[src/rtl/demux_seq1_2.sv]
// Buffered 1-to-2 demultiplexer with one FIFO per output branch.
// Words go low, high, both (atomic multicast) or are dropped, per i_cmd.

module demux_seq1_2_fifo #(
   parameter int DATA_WIDTH = 32,
   parameter int FIFO_DEPTH = 4
) (
   input  logic                          clk,
   input  logic                          rst_n,
   input  logic                          i_push,
   input  logic [DATA_WIDTH-1:0]         i_data,
   input  logic                          i_pop,
   output logic [$clog2(FIFO_DEPTH):0]   o_count,
   output logic                          o_valid,
   output logic [DATA_WIDTH-1:0]         o_data
);

   localparam int AW = $clog2(FIFO_DEPTH);

   logic [DATA_WIDTH-1:0] r_mem [FIFO_DEPTH];
   logic [AW-1:0]         r_wptr;
   logic [AW-1:0]         r_rptr;
   logic [AW:0]           r_count;
   logic [DATA_WIDTH-1:0] w_head;

   // Storage array; contents need no reset since count gates visibility.
   always_ff @(posedge clk) begin
      if (i_push) begin
         r_mem[r_wptr] <= i_data;
      end
   end

   // Pointers wrap naturally at the power-of-two depth.
   always_ff @(posedge clk) begin
      if (!rst_n) begin
         r_wptr <= '0;
         r_rptr <= '0;
      end else begin
         if (i_push) begin
            r_wptr <= r_wptr + 1'b1;
         end
         if (i_pop) begin
            r_rptr <= r_rptr + 1'b1;
         end
      end
   end

   // Occupancy; push and pop together leave it unchanged.
   always_ff @(posedge clk) begin
      if (!rst_n) begin
         r_count <= '0;
      end else begin
         unique case ({i_push, i_pop})
            2'b10:   r_count <= r_count + 1'b1;
            2'b01:   r_count <= r_count - 1'b1;
            default: r_count <= r_count;
         endcase
      end
   end

   // Head is forced to zero when empty so stale entries never leak out.
   always_comb begin
      w_head  = r_mem[r_rptr];
      o_valid = (r_count != '0);
      o_data  = o_valid ? w_head : '0;
      o_count = r_count;
   end

endmodule

module demux_seq1_2 #(
   parameter int DATA_WIDTH = 32,
   parameter int FIFO_DEPTH = 4
) (
   input  logic                    clk,
   input  logic                    rst_n,
   input  logic                    i_valid,
   input  logic [DATA_WIDTH-1:0]   i_data_bus,
   output logic                    o_ready,
   input  logic                    i_en,
   input  logic [1:0]              i_cmd,
   output logic [1:0]              o_valid,
   output logic [2*DATA_WIDTH-1:0] o_data_bus,
   input  logic [1:0]              i_ready
);

   localparam int AW = $clog2(FIFO_DEPTH);
   localparam logic [AW:0] LP_FULL = FIFO_DEPTH[AW:0];

   logic [AW:0]           w_cnt_lo;
   logic [AW:0]           w_cnt_hi;
   logic                  w_full_lo;
   logic                  w_full_hi;
   logic                  w_accept;
   logic                  w_push_lo;
   logic                  w_push_hi;
   logic                  w_pop_lo;
   logic                  w_pop_hi;
   logic                  w_vld_lo;
   logic                  w_vld_hi;
   logic [DATA_WIDTH-1:0] w_dat_lo;
   logic [DATA_WIDTH-1:0] w_dat_hi;

   // Input side: readiness comes from registered counts only, so a pop
   // on a full branch cannot fall through to a push in the same cycle.
   always_comb begin
      w_full_lo = (w_cnt_lo == LP_FULL);
      w_full_hi = (w_cnt_hi == LP_FULL);
      o_ready   = i_en
                & ~(i_cmd[0] & w_full_lo)
                & ~(i_cmd[1] & w_full_hi);
      w_accept  = i_valid & o_ready;
      w_push_lo = w_accept & i_cmd[0];
      w_push_hi = w_accept & i_cmd[1];
   end

   // Output side: each branch pops independently of the other.
   always_comb begin
      w_pop_lo   = w_vld_lo & i_ready[0];
      w_pop_hi   = w_vld_hi & i_ready[1];
      o_valid    = {w_vld_hi, w_vld_lo};
      o_data_bus = {w_dat_hi, w_dat_lo};
   end

   demux_seq1_2_fifo #(
      .DATA_WIDTH (DATA_WIDTH),
      .FIFO_DEPTH (FIFO_DEPTH)
   ) u_fifo_lo (
      .clk     (clk),
      .rst_n   (rst_n),
      .i_push  (w_push_lo),
      .i_data  (i_data_bus),
      .i_pop   (w_pop_lo),
      .o_count (w_cnt_lo),
      .o_valid (w_vld_lo),
      .o_data  (w_dat_lo)
   );

   demux_seq1_2_fifo #(
      .DATA_WIDTH (DATA_WIDTH),
      .FIFO_DEPTH (FIFO_DEPTH)
   ) u_fifo_hi (
      .clk     (clk),
      .rst_n   (rst_n),
      .i_push  (w_push_hi),
      .i_data  (i_data_bus),
      .i_pop   (w_pop_hi),
      .o_count (w_cnt_hi),
      .o_valid (w_vld_hi),
      .o_data  (w_dat_hi)
   );

endmodule

[config.mk]
export PLATFORM = sky130hd
export DESIGN_NAME = demux_seq1_2
export DESIGN_NICKNAME = d
export VERILOG_FILES = /design/src/rtl/demux_seq1_2.sv
export SDC_FILE = /design/constraint.sdc
export NUM_CORES = 1
export LEC_CHECK = 0
export ABC_AREA = 0
export ABC_CLOCK_PERIOD_IN_PS = 2500
export BUFFER_PORTS_ARGS = -buffer_cell sky130_fd_sc_hd__buf_2
export CAP_MARGIN = 25
export CORE_MARGIN = 5
export CORE_UTILIZATION = 40
export CTS_CLUSTER_DIAMETER = 40
export DETAILED_ROUTE_END_ITERATION = 10
export PLACE_DENSITY = 0.64
export SLEW_MARGIN = 0
export SYNTH_ARGS = -nofsm -noshare
export SYNTH_HDL_FRONTEND = slang
export SYNTH_SLANG_ARGS = --single-unit
[constraint.sdc]
create_clock -name clk -period 2.5 [get_ports clk]
set_clock_uncertainty 0.2 [all_clocks]
set_input_delay 0.25 -clock clk [delete_from_list [all_inputs] [get_ports clk]]
set_output_delay 0.25 -clock clk [all_outputs]
set_load 0.05 [all_outputs]
==> load_flow_metrics.sql, run 1 <==
INSERT INTO impl_metrics (metric_group, metric, value, unit) VALUES
('power', 'pwr-share-comb', '36.1', '%'),
('cts', 'cts-root-buf', 'sky130_fd_sc_hd__clkbuf_16', ''),
('yosys', 'post_synth_inst_count', '516', ''),
('power', 'power.sequential.fraction', '34.3', '%'),
('placement', 'i_o_buffers', '106', ''),
('route', 'route.vias.total', '5359', ''),
('power', 'power-per-cell-area', '1090', 'mW/mm^2'),
('yosys', 'synth-seq-area-share', '75.4', '%'),
('route', 'remaining_drc_errors', '0', ''),
('route', 'drt_first_iter_violations', '286', ''),
('min_path', 'holdCritPathClass', 'in -> reg', ''),
('cts', 'cts.clk_slew.worst_paths', '0.06', 'ns'),
('power', 'power.total', '15.2', 'mW'),
('placement', 'gp_congestion', '0.722', ''),
('floorplanning', 'num_io_pins', '107', ''),
('yosys', 'synth_top_flop_cell', 'sky130_fd_sc_hd__edfxtp_1', ''),
('cts', 'max-clock-path-buffers', '3', ''),
('grt', 'global_route.usage.total', '14.8', '%'),
('worst_setup_path', 'crit_path_end_kind', 'output port', ''),
('route', 'detailedRoute.firstPassIterationCount', '5', ''),
('yosys', 'synthesis.nets', '568', ''),
('worst_setup_path', 'cp_data_arrival_time', '2.06', 'ns'),
('final_layout', 'num-nets-final', '752', ''),
('sta', 'achievable-frequency', '399', 'MHz'),
('yosys', 'synthesis.area', '0.0107', 'sq mm'),
('worst_setup_path', 'startpoint_type', 'flop', ''),
('yosys', 'yosys_warnings', '0', ''),
('route', 'drt_wl_total', '22900', 'microns'),
('worst_setup_path', 'crit_type', 'reg -> out', ''),
('job', 'cap_viol_max_count', '0', ''),
('route', 'routedWlPerCell', '21.6', 'microns'),
('sta', 'timing.final.hold_violations', '0', ''),
('yosys', 'async_reset_ff_share', '0', '%'),
('final_layout', 'most_common_cell_after_layout_fill_and_taps_aside', 'sky130_fd_sc_hd__edfxtp_1', ''),
('cts', 'cts_max_level', '1', ''),
('sta', 'finalSetupTns', '-0.00844', 'ns'),
('placement', 'post-place-cells', '961', ''),
('grt', 'grt_pass1_vias', '5896', ''),
('sta', 'slew_hr', '72.9', '%'),
('power', 'design_internal_power', '10.1', 'mW'),
('outcome', 'violations_in_the_final_reports', 'negative setup slack', ''),
('final_layout', 'drive_gt1_share', '42.3', '%'),
('yosys', 'postSynthRegisterBits', '274', ''),
('outcome', 'run_status', 'complete, but fails checks', ''),
('power', 'power.share.clock', '29.5', '%'),
('worst_setup_path', 'required', '2.05', 'ns'),
('floorplanning', 'design.die.area', '0.0300', 'sq mm'),
('cts', 'clock_sink_count', '274', ''),
('sta', 'unrepaired_setup_endpoints_after_global_routing', 'yes', ''),
('power', 'power_switching_share', '34.0', '%'),
('floorplanning', 'row_count', '59', ''),
('grt', 'antenna_violations_before_repair', '1', ''),
('cts', 'clock_tree_from_tritoncts', 'built', ''),
('power', 'vdd.ir_drop.worst', '0.818', 'mV'),
('cts', 'cts_made_buffers', '31', ''),
('worst_setup_path', 'timing.critical_path.fanout_max', '8', ''),
('min_path', 'hold_path.startpoint', 'i_en', ''),
('grt', 'grt_remaining_overflow', '0', ''),
('power', 'leakage', '4.81', 'nW'),
('sta', 'final.min_clock_period', '2.51', 'ns'),
('floorplanning', 'die_y', '173', 'microns'),
('sta', 'layout_setup_ws', '-0.00523', 'ns'),
('floorplanning', 'chipWidth', '173', 'microns'),
('yosys', 'synthesis.area_per_instance', '20.7', 'sq um'),
('sta', 'post-route-period-util', '100', '%'),
('grt', 'global_route_wire_length_before_repair', '34600', 'microns'),
('yosys', 'synth.distinct_cells', '28', ''),
('route', 'route.antenna.remaining_nets', '0', ''),
('sta', 'final_max_slew_viol_count', '0', ''),
('route', 'routed_via_density', '5.06', ''),
('floorplanning', 'initial_utilization', '40.8', '%'),
('cts', 'clock_insertion_delay_worst_skew', '0.54', 'ns'),
('final_layout', 'layout_common_cells', 'sky130_fd_sc_hd__edfxtp_1, sky130_fd_sc_hd__mux4_2, sky130_fd_sc_hd__buf_6', ''),
('placement', 'dp_hpwl', '13500', 'microns'),
('worst_setup_path', 'rr_startpoint', 'u_fifo_hi.o_count[1]', ''),
('sta', 'worst_slew_pin_slew', '0.402', 'ns'),
('grt', 'grt_max_degree', '34', ''),
('sta', 'setup-violations-final', '2', ''),
('power', 'power.net_switching', '5.19', 'mW'),
('floorplanning', 'core', '0.0261', 'sq mm'),
('sta', 'whs', '0.0629', 'ns'),
('yosys', 'synth_edf_count', '256', ''),
('placement', 'pre_cts_ws', '0.00594', 'ns'),
('final_layout', 'fin_cells', '1060', ''),
('final_layout', 'flow.area_growth_from_synthesis', '30.6', '%');
stage by stage:
step                util [%]  area [sq um]
floorplan                  -         10700
global placement        45.1         11800
detailed placement      45.1         11800
CTS                     51.8         13500
global route            53.3         13900
finish                  53.3         13900
registers in the layout, summed over array words and instances, names as in the netlist, named ones only:
signal,cells
u_fifo_hi.r_wptr,2
u_fifo_hi.o_count,3
u_fifo_lo.o_count,3
u_fifo_lo.r_mem,128
u_fifo_hi.r_rptr,2
u_fifo_hi.r_mem,128
u_fifo_lo.r_wptr,2
u_fifo_lo.r_rptr,2
cell type report:
cell class | instances | area (sq um)
tap | 335 | 419
antenna | 1 | 2.50
timing repair buffer | 175 | 1690
sequential | 274 | 8060
fill | 2058 | 12200
clock buffer | 35 | 791
multi-input combinational | 201 | 2660
inverter | 17 | 63.8
clock inverter | 22 | 253
path summary, 6_finish.rpt:
check | to | slack (ns) | cells after the start
hold / removal | u_fifo_hi.r_wptr[1] | 0.06 | 4
hold reg to reg | u_fifo_hi.r_wptr[1] | 0.30 | 2
setup / recovery | o_data_bus[37] | -0.005 | 4
setup reg to reg | u_fifo_hi.o_count[2] | 0.10 | 9
cell usage after synthesis, drive strengths merged (10+ instances only):
cell type  number  share of area [%]
and2b          11               0.77
buf            16               0.87
dfxtp          18                3.4
edfxtp        256                 72
ha             10                1.2
inv            17               0.60
mux4           64                 14
nand2          10               0.35
nor2           12               0.42
nor2b          53                3.1
cell families after synthesis:
logic type | count (synthesis) | share of synthesized area, %
buffers and inverters | 41 | 1.75
and+or+nand+nor | 103 | 6.18
DFF | 274 | 75.4
AOI/OAI and AO/OA | 10 | 0.586
adders and majority gates | 12 | 1.55
muxes | 68 | 13.9
xor gates and xnor gates | 8 | 0.657
metal layers:
layer | part of all wire, % | track usage [%] | vias up
met3 | 5.4 | 3.16 | 25
met1 | 41 | 19.0 | 2770
li1 | - | - | 2412
met5 | 0 | 0 | -
met4 | 1.3 | 2.79 | 0
met2 | 52 | 26.4 | 152
power groups by stage:
stage          Sequential, mW  Combinational, mW  Clock, mW
2_1_floorplan            5.27               3.19          0
3_3_place_gp             5.28               4.29          0
3_5_place_dp             5.29               4.33          0
4_1_cts                  5.23               4.95       4.59
5_1_grt                  5.25               5.82       4.80
6_report                 5.24               5.51       4.50
worst max-delay path, stage by stage (launching register included):
cell and delay (ns):
sky130_fd_sc_hd__dfxtp_4 0.45, sky130_fd_sc_hd__buf_12 0.18, sky130_fd_sc_hd__mux4_2 0.51, sky130_fd_sc_hd__and2b_1 0.21, sky130_fd_sc_hd__buf_6 0.16
what timing repair did:
| action | in CTS | in global routing |
|---|---|---|
| endpoints found under the hold margin | 268 | 0 |
| pin swaps | 1 | 3 |
| buffers inserted | 0 | 1 |
| cloned | 3 | 2 |
| setup endpoints to repair | 51 | 58 |
| resized for setup | 92 | 99 |
| hold buffers | 35 | 0 |
Note: power is estimated with default switching activity, not from simulation.
==> run 2: changes to the inputs <==
CORE_UTILIZATION = 45   (was 40)
PLACE_DENSITY = 0.7   (was 0.64)
==> run 2 against run 1 <==
The run now ends clean. Total power is 1.5% lower. Clock power grew 6.7%. Design area down 1.8%. First-iteration DRC count up 12%. Critical path type unchanged. Largest cell class unchanged. Largest power group is now sequential cells. Highest routed layer unchanged.
==> load_flow_metrics.sql, run 2 (same netlist as run 1, synthesis figures left out) <==
INSERT INTO impl_metrics (metric_group, metric, value, unit) VALUES
('route', 'detailedRoute.firstPassIterationCount', '5', ''),
('grt', 'grt_pass1_vias', '5930', ''),
('grt', 'grt_max_degree', '34', ''),
('worst_setup_path', 'required', '2.05', 'ns'),
('floorplanning', 'initial_utilization', '45.6', '%'),
('worst_setup_path', 'critical_path.n_buffers_inverters', '2', ''),
('worst_setup_path', 'crit_path_end_kind', 'output port', ''),
('final_layout', 'num-nets-final', '755', ''),
('power', 'power.total', '15.0', 'mW'),
('worst_setup_path', 'cp_data_arrival_time', '2.01', 'ns'),
('worst_setup_path', 'timing.critical_path.fanout_max', '14', ''),
('placement', 'gp_congestion', '0.738', ''),
('final_layout', 'drive_gt1_share', '39.6', '%'),
('final_layout', 'most_common_cell_after_layout_fill_and_taps_aside', 'sky130_fd_sc_hd__edfxtp_1', ''),
('final_layout', 'flow.area_growth_from_synthesis', '28.3', '%'),
('route', 'drt_wl_total', '23300', 'microns'),
('route', 'routedWlPerCell', '22.2', 'microns'),
('grt', 'antenna_violations_before_repair', '1', ''),
('power', 'vdd.ir_drop.worst', '0.678', 'mV'),
('placement', 'dp_hpwl', '13100', 'microns'),
('sta', 'worst_slew_pin_slew', '0.467', 'ns'),
('power', 'power-per-cell-area', '1100', 'mW/mm^2'),
('final_layout', 'reg_top3', 'u_fifo_hi.r_mem (128), u_fifo_lo.r_mem (128)', ''),
('sta', 'final_max_slew_viol_count', '0', ''),
('route', 'route.antenna.remaining_nets', '0', ''),
('sta', 'final.min_clock_period', '2.46', 'ns'),
('worst_setup_path', 'startpoint_type', 'flop', ''),
('floorplanning', 'row_count', '56', ''),
('final_layout', 'filler_cell_count', '1761', ''),
('power', 'leakage', '4.73', 'nW'),
('sta', 'slew_hr', '68.6', '%'),
('worst_setup_path', 'crit_type', 'reg -> out', ''),
('sta', 'unrepaired_setup_endpoints_after_global_routing', 'yes', ''),
('placement', 'i_o_buffers', '106', ''),
('worst_setup_path', 'cp_slowest_stage_delay', '0.52', 'ns'),
('cts', 'cts_max_level', '2', ''),
('job', 'cap_viol_max_count', '0', ''),
('grt', 'global_route_wire_length_before_repair', '34600', 'microns'),
('grt', 'global_route.usage.total', '17.3', '%'),
('min_path', 'holdCritPathClass', 'in -> reg', ''),
('sta', 'setup-violations-final', '0', ''),
('cts', 'cts_made_buffers', '34', ''),
('cts', 'clock_tree_from_tritoncts', 'built', ''),
('cts', 'max-clock-path-buffers', '3', ''),
('final_layout', 'layout_common_cells', 'sky130_fd_sc_hd__edfxtp_1, sky130_fd_sc_hd__buf_2, sky130_fd_sc_hd__mux4_2', ''),
('floorplanning', 'die_y', '164', 'microns'),
('cts', 'clock_insertion_delay_worst_skew', '0.50', 'ns'),
('worst_setup_path', 'critPathSlowestCell', 'sky130_fd_sc_hd__mux4_2', ''),
('route', 'route.vias.total', '5475', ''),
('worst_setup_path', 'cell_type_group_with_the_largest_total_delay_on_the_critical_path', 'multiplexers', ''),
('route', 'remaining_drc_errors', '0', ''),
('route', 'drt_first_iter_violations', '321', ''),
('floorplanning', 'num_io_pins', '107', ''),
('outcome', 'run_status', 'finished clean', ''),
('sta', 'achievable-frequency', '407', 'MHz'),
('grt', 'grt_remaining_overflow', '0', ''),
('floorplanning', 'design.die.area', '0.0269', 'sq mm'),
('sta', 'post-route-period-util', '98.3', '%'),
('cts', 'cts.clk_slew.worst_paths', '0.05', 'ns'),
('worst_setup_path', 'path_cells', 'buf_12, mux4_2, and2b_1, buf_2', ''),
('sta', 'timing.final.hold_violations', '0', ''),
('cts', 'clock_sink_count', '274', ''),
('cts', 'cts-root-buf', 'sky130_fd_sc_hd__clkbuf_16', ''),
('route', 'routed_via_density', '5.22', ''),
('floorplanning', 'chipWidth', '164', 'microns'),
('floorplanning', 'core', '0.0234', 'sq mm'),
('final_layout', 'finish.utilization', '58.5', '%');
[run 2: layout make-up]
type	count	area (sq um)	share of cell area, %
inverter	17	63.8	0.466
timing repair buffer	175	1530	11.1
clock buffer	42	881	6.43
tap	319	399	2.91
sequential	274	8060	58.9
clock inverter	19	236	1.73
antenna	1	2.50	0.0183
multi-input combinational	201	2520	18.4
[run 2: worst reg2reg max path, cell delays in order, from the launching register on]
cell                       delay (ns)
sky130_fd_sc_hd__dfxtp_2         0.34
sky130_fd_sc_hd__and4bb_4        0.39
sky130_fd_sc_hd__nor4b_4         0.06
sky130_fd_sc_hd__inv_1           0.06
sky130_fd_sc_hd__ha_2            0.18
sky130_fd_sc_hd__inv_1           0.06
sky130_fd_sc_hd__fa_1            0.44
sky130_fd_sc_hd__xor2_1          0.17
sky130_fd_sc_hd__or3_1           0.30
sky130_fd_sc_hd__a21oi_1         0.14
[run 2: repair_timing]
item	CTS	global route
pin swaps	0	2
cloned	2	3
endpoints found under the hold margin	266	0
setup endpoints to repair	45	57
hold buffers	35	0
buffers inserted	0	0
gates resized for setup	38	65
[run 2: through the flow]
| stage | hold slack, ns | setup slack [ns] | setup TNS (ns) | cells | instance area [sq um] |
|---|---|---|---|---|---|
| final | 0.111 | 0.0421 | 0 | 1048 | 13700 |
| after global routing | 0.104 | -0.0479 | -0.296 | 1048 | 13700 |
| after CTS | 0.0911 | -0.00827 | -0.00827 | 1044 | 13500 |
| after detailed placement | 0.304 | 0.0314 | 0 | 946 | 11800 |
| after global placement | 0.276 | 0.151 | 0 | 946 | 11800 |
| after floorplan | 0.149 | 0.172 | 0 | 516 | 10700 |
[run 2: worst paths after layout]
check,start,end,slack [ns],depth (start not counted)
hold reg to reg,u_fifo_lo.r_wptr[1],u_fifo_lo.r_wptr[1],0.31,2
setup reg to reg,u_fifo_hi.o_count[1],u_fifo_hi.o_count[2],0.07,9
setup / recovery,flop,o_data_bus[50],0.04,4
hold / removal,i_en,u_fifo_hi.r_wptr[0],0.11,4
[run 2: where the power goes]
part / leakage [nW] / switching [mW] / internal, mW
combinational: 1.73 / 3.17 / 1.80
sequential: 2.46 / 0.103 / 5.14
clock: 0.536 / 1.84 / 2.96
total: 4.73 / 5.12 / 9.90
[run 2: per-layer routing]
layer  GRT usage [%]  wire length [microns]
met1            22.5                   9580
met2            29.7                  11800
met3            3.56                   1460
met4            4.73                    439
met5               0                      0
==> run 3: changes to the inputs <==
--- a/config.mk
+++ b/config.mk
@@ -15,2 +15,3 @@
 export DETAILED_ROUTE_END_ITERATION = 10
+export HOLD_SLACK_MARGIN = 0.03
 export PLACE_DENSITY = 0.7
--- a/constraint.sdc
+++ b/constraint.sdc
@@ -4,2 +4,2 @@
 set_output_delay 0.25 -clock clk [all_outputs]
-set_load 0.05 [all_outputs]
+set_load 0.01 [all_outputs]
==> run 3 against run 2 <==
Sequential share of layout area increased by 2.0 points. Largest power group unchanged. Maximum frequency increased by 0.80%. Worst hold slack got worse by 0.022 ns. Routed wire length decreased by 6.2%. Via count decreased by 2.1%. Cell count decreased by 0.86%.
==> load_flow_metrics.sql, run 3 (same netlist as run 1, synthesis figures left out) <==
INSERT INTO impl_metrics (metric_group, metric, value, unit) VALUES
('grt', 'global_route.usage.total', '16.5', '%'),
('power', 'power.total', '12.5', 'mW'),
('sta', 'post-route-period-util', '97.5', '%'),
('route', 'remaining_drc_errors', '0', ''),
('final_layout', 'antennaDiodeCount', '0', ''),
('cts', 'clock_sink_count', '274', ''),
('power', 'power-per-cell-area', '945', 'mW/mm^2'),
('cts', 'cts-root-buf', 'sky130_fd_sc_hd__clkbuf_16', ''),
('final_layout', 'flow.area_growth_from_synthesis', '24.0', '%'),
('route', 'dr_wl_met2', '11200', 'microns'),
('route', 'drt_first_iter_violations', '288', ''),
('sta', 'slew_hr', '70.9', '%'),
('route', 'detailedRoute.firstPassIterationCount', '4', ''),
('worst_setup_path', 'required', '2.05', 'ns'),
('floorplanning', 'design.die.area', '0.0269', 'sq mm'),
('floorplanning', 'chipWidth', '164', 'microns'),
('worst_setup_path', 'timing.critical_path.fanout_max', '14', ''),
('placement', 'dp_hpwl', '13500', 'microns'),
('sta', 'worst_slew_pin_slew', '0.432', 'ns'),
('placement', 'gp_congestion', '0.750', ''),
('job', 'cap_viol_max_count', '0', ''),
('worst_setup_path', 'worstSetupPathDepth', '4', ''),
('sta', 'final.min_clock_period', '2.44', 'ns'),
('sta', 'timing.final.hold_violations', '0', ''),
('power', 'power.sequential.fraction', '41.7', '%'),
('power', 'pwr-share-comb', '23.4', '%'),
('final_layout', 'filler_cell_count', '1773', ''),
('worst_setup_path', 'rr_worst_depth', '9', ''),
('cts', 'clock_tree_from_tritoncts', 'built', ''),
('grt', 'grt_pass1_vias', '5836', ''),
('worst_setup_path', 'startpoint_type', 'flop', ''),
('cts', 'cts_made_buffers', '31', ''),
('grt', 'antenna_violations_before_repair', '0', ''),
('worst_setup_path', 'cp_data_arrival_time', '1.99', 'ns'),
('route', 'routedWlPerCell', '21.0', 'microns'),
('cts', 'max-clock-path-buffers', '3', ''),
('final_layout', 'reg_top3', 'u_fifo_hi.r_mem (128), u_fifo_lo.r_mem (128)', ''),
('worst_setup_path', 'cell_type_group_with_the_largest_total_delay_on_the_critical_path', 'multiplexers', ''),
('grt', 'global_route_wire_length_before_repair', '33600', 'microns'),
('final_layout', 'most_common_cell_after_layout_fill_and_taps_aside', 'sky130_fd_sc_hd__edfxtp_1', ''),
('worst_setup_path', 'critical_path.n_buffers_inverters', '2', ''),
('final_layout', 'finish.utilization', '56.6', '%'),
('grt', 'grt_remaining_overflow', '0', ''),
('worst_setup_path', 'path_cells', 'buf_12, mux4_2, nor2b_1, buf_2', ''),
('floorplanning', 'core', '0.0234', 'sq mm'),
('worst_setup_path', 'critPathSlowestCell', 'sky130_fd_sc_hd__mux4_2', ''),
('floorplanning', 'die_y', '164', 'microns'),
('power', 'power_switching_share', '27.2', '%'),
('outcome', 'run_status', 'finished clean', ''),
('route', 'wirelength_met1', '9070', 'microns'),
('min_path', 'worst_hold_path.num_cells', '4', ''),
('worst_setup_path', 'cp_slowest_stage_delay', '0.51', 'ns'),
('sta', 'unrepaired_setup_endpoints_after_global_routing', 'yes', ''),
('route', 'top_layer_used', 'met4', ''),
('final_layout', 'num-nets-final', '749', ''),
('floorplanning', 'initial_utilization', '45.6', '%'),
('floorplanning', 'num_io_pins', '107', ''),
('final_layout', 'layout_common_cells', 'sky130_fd_sc_hd__edfxtp_1, sky130_fd_sc_hd__buf_2, sky130_fd_sc_hd__mux4_2', ''),
('worst_setup_path', 'crit_path_end_kind', 'output port', ''),
('sta', 'setup-violations-final', '0', ''),
('grt', 'grt_max_degree', '34', ''),
('min_path', 'holdCritPathClass', 'in -> reg', ''),
('cts', 'cts.clk_slew.worst_paths', '0.06', 'ns'),
('placement', 'i_o_buffers', '106', ''),
('power', 'leakage', '4.58', 'nW'),
('route', 'routed_via_density', '5.16', ''),
('route', 'route.vias.total', '5358', ''),
('worst_setup_path', 'crit_type', 'reg -> out', ''),
('sta', 'final_max_slew_viol_count', '0', ''),
('power', 'design_internal_power', '9.11', 'mW'),
('floorplanning', 'row_count', '56', ''),
('final_layout', 'drive_gt1_share', '38.1', '%'),
('route', 'routed-wl-met3', '1160', 'microns'),
('power', 'power.net_switching', '3.40', 'mW'),
('cts', 'cts_max_level', '1', ''),
('sta', 'achievable-frequency', '410', 'MHz'),
('sta', 'whs', '0.0885', 'ns'),
('route', 'route.antenna.remaining_nets', '0', ''),
('cts', 'clock_insertion_delay_worst_skew', '0.53', 'ns'),
('power', 'power.share.clock', '34.8', '%'),
('route', 'drt_wl_total', '21900', 'microns'),
('power', 'vdd.ir_drop.worst', '0.614', 'mV');
[run 3: changes by cell type in the layout (fill, tap and decap cells not counted), moves of 4 or more]
cell	previous run	this run
sky130_fd_sc_hd__nor2b_4	7	0
sky130_fd_sc_hd__clkbuf_1	8	2
sky130_fd_sc_hd__nor2b_1	45	53
sky130_fd_sc_hd__buf_2	74	106
sky130_fd_sc_hd__clkbuf_16	36	31
sky130_fd_sc_hd__buf_6	29	2
sky130_fd_sc_hd__buf_4	23	19
[run 3: worst paths after layout]
| kind | from | end | slack [ns] |
|---|---|---|---|
| max | flop | o_data_bus[0] | 0.06 |
| min | i_en | u_fifo_hi.r_wptr[1] | 0.09 |
| max reg2reg | u_fifo_hi.o_count[1] | u_fifo_hi.o_count[2] | 0.10 |
| min reg2reg | u_fifo_hi.r_wptr[1] | u_fifo_hi.r_wptr[1] | 0.31 |
[run 3: through the flow]
| stage | setup TNS [ns] | instance area, sq um | instances | worst slack [ns] |
|---|---|---|---|---|
| 2_1_floorplan | 0 | 10700 | 516 | 0.172 |
| 3_3_place_gp | 0 | 11800 | 947 | 0.153 |
| 3_5_place_dp | 0 | 11800 | 947 | 0.0213 |
| 4_1_cts | 0 | 13200 | 1039 | 0.0133 |
| 5_1_grt | -0.0903 | 13200 | 1039 | -0.0191 |
| 6_report | 0 | 13200 | 1039 | 0.0616 |
[run 3: power by group through the flow]
| stage | Clock (mW) | Sequential [mW] | Combinational (mW) |
|---|---|---|---|
| after global routing | 4.65 | 5.23 | 3.19 |
| after CTS | 4.45 | 5.22 | 3.00 |
| final | 4.36 | 5.22 | 2.93 |
| after floorplan | 0 | 5.27 | 1.78 |
| after detailed placement | 0 | 5.33 | 2.90 |
| after global placement | 0 | 5.32 | 2.83 |
[run 3: per-layer routing]
metal	up-vias	GRT usage (%)
li1	2406	-
met2	150	28.9
met1	2772	21.7
met4	0	3.93
met3	30	2.86
met5	-	0
[run 3: worst register-to-register path, cell delays in order, from the launching register on]
cell and delay [ns]:
sky130_fd_sc_hd__dfxtp_2 0.35, sky130_fd_sc_hd__and4bb_4 0.39, sky130_fd_sc_hd__nor4b_4 0.06, sky130_fd_sc_hd__inv_1 0.05, sky130_fd_sc_hd__ha_1 0.18, sky130_fd_sc_hd__inv_1 0.07, sky130_fd_sc_hd__fa_1 0.43, sky130_fd_sc_hd__xor2_1 0.16
sky130_fd_sc_hd__or3_1 0.30, sky130_fd_sc_hd__a21oi_1 0.13
[run 3: what timing repair did]
item	4_1_cts	5_1_grt
hold buffers	35	0
hold endpoints to repair	268	0
pin swaps	1	3
endpoints found under the setup margin	38	17
setup buffers	1	0
resized for setup	5	6
[run 3: layout make-up]
type	count	area [sq um]	area share, %
Multi-Input combinational cell	201	2460	18.6
Inverter	17	63.8	0.482
Tap cell	319	399	3.02
Timing Repair Buffer	172	1250	9.41
Sequential cell	274	8060	60.9
Clock buffer	36	825	6.23
Clock inverter	20	180	1.36
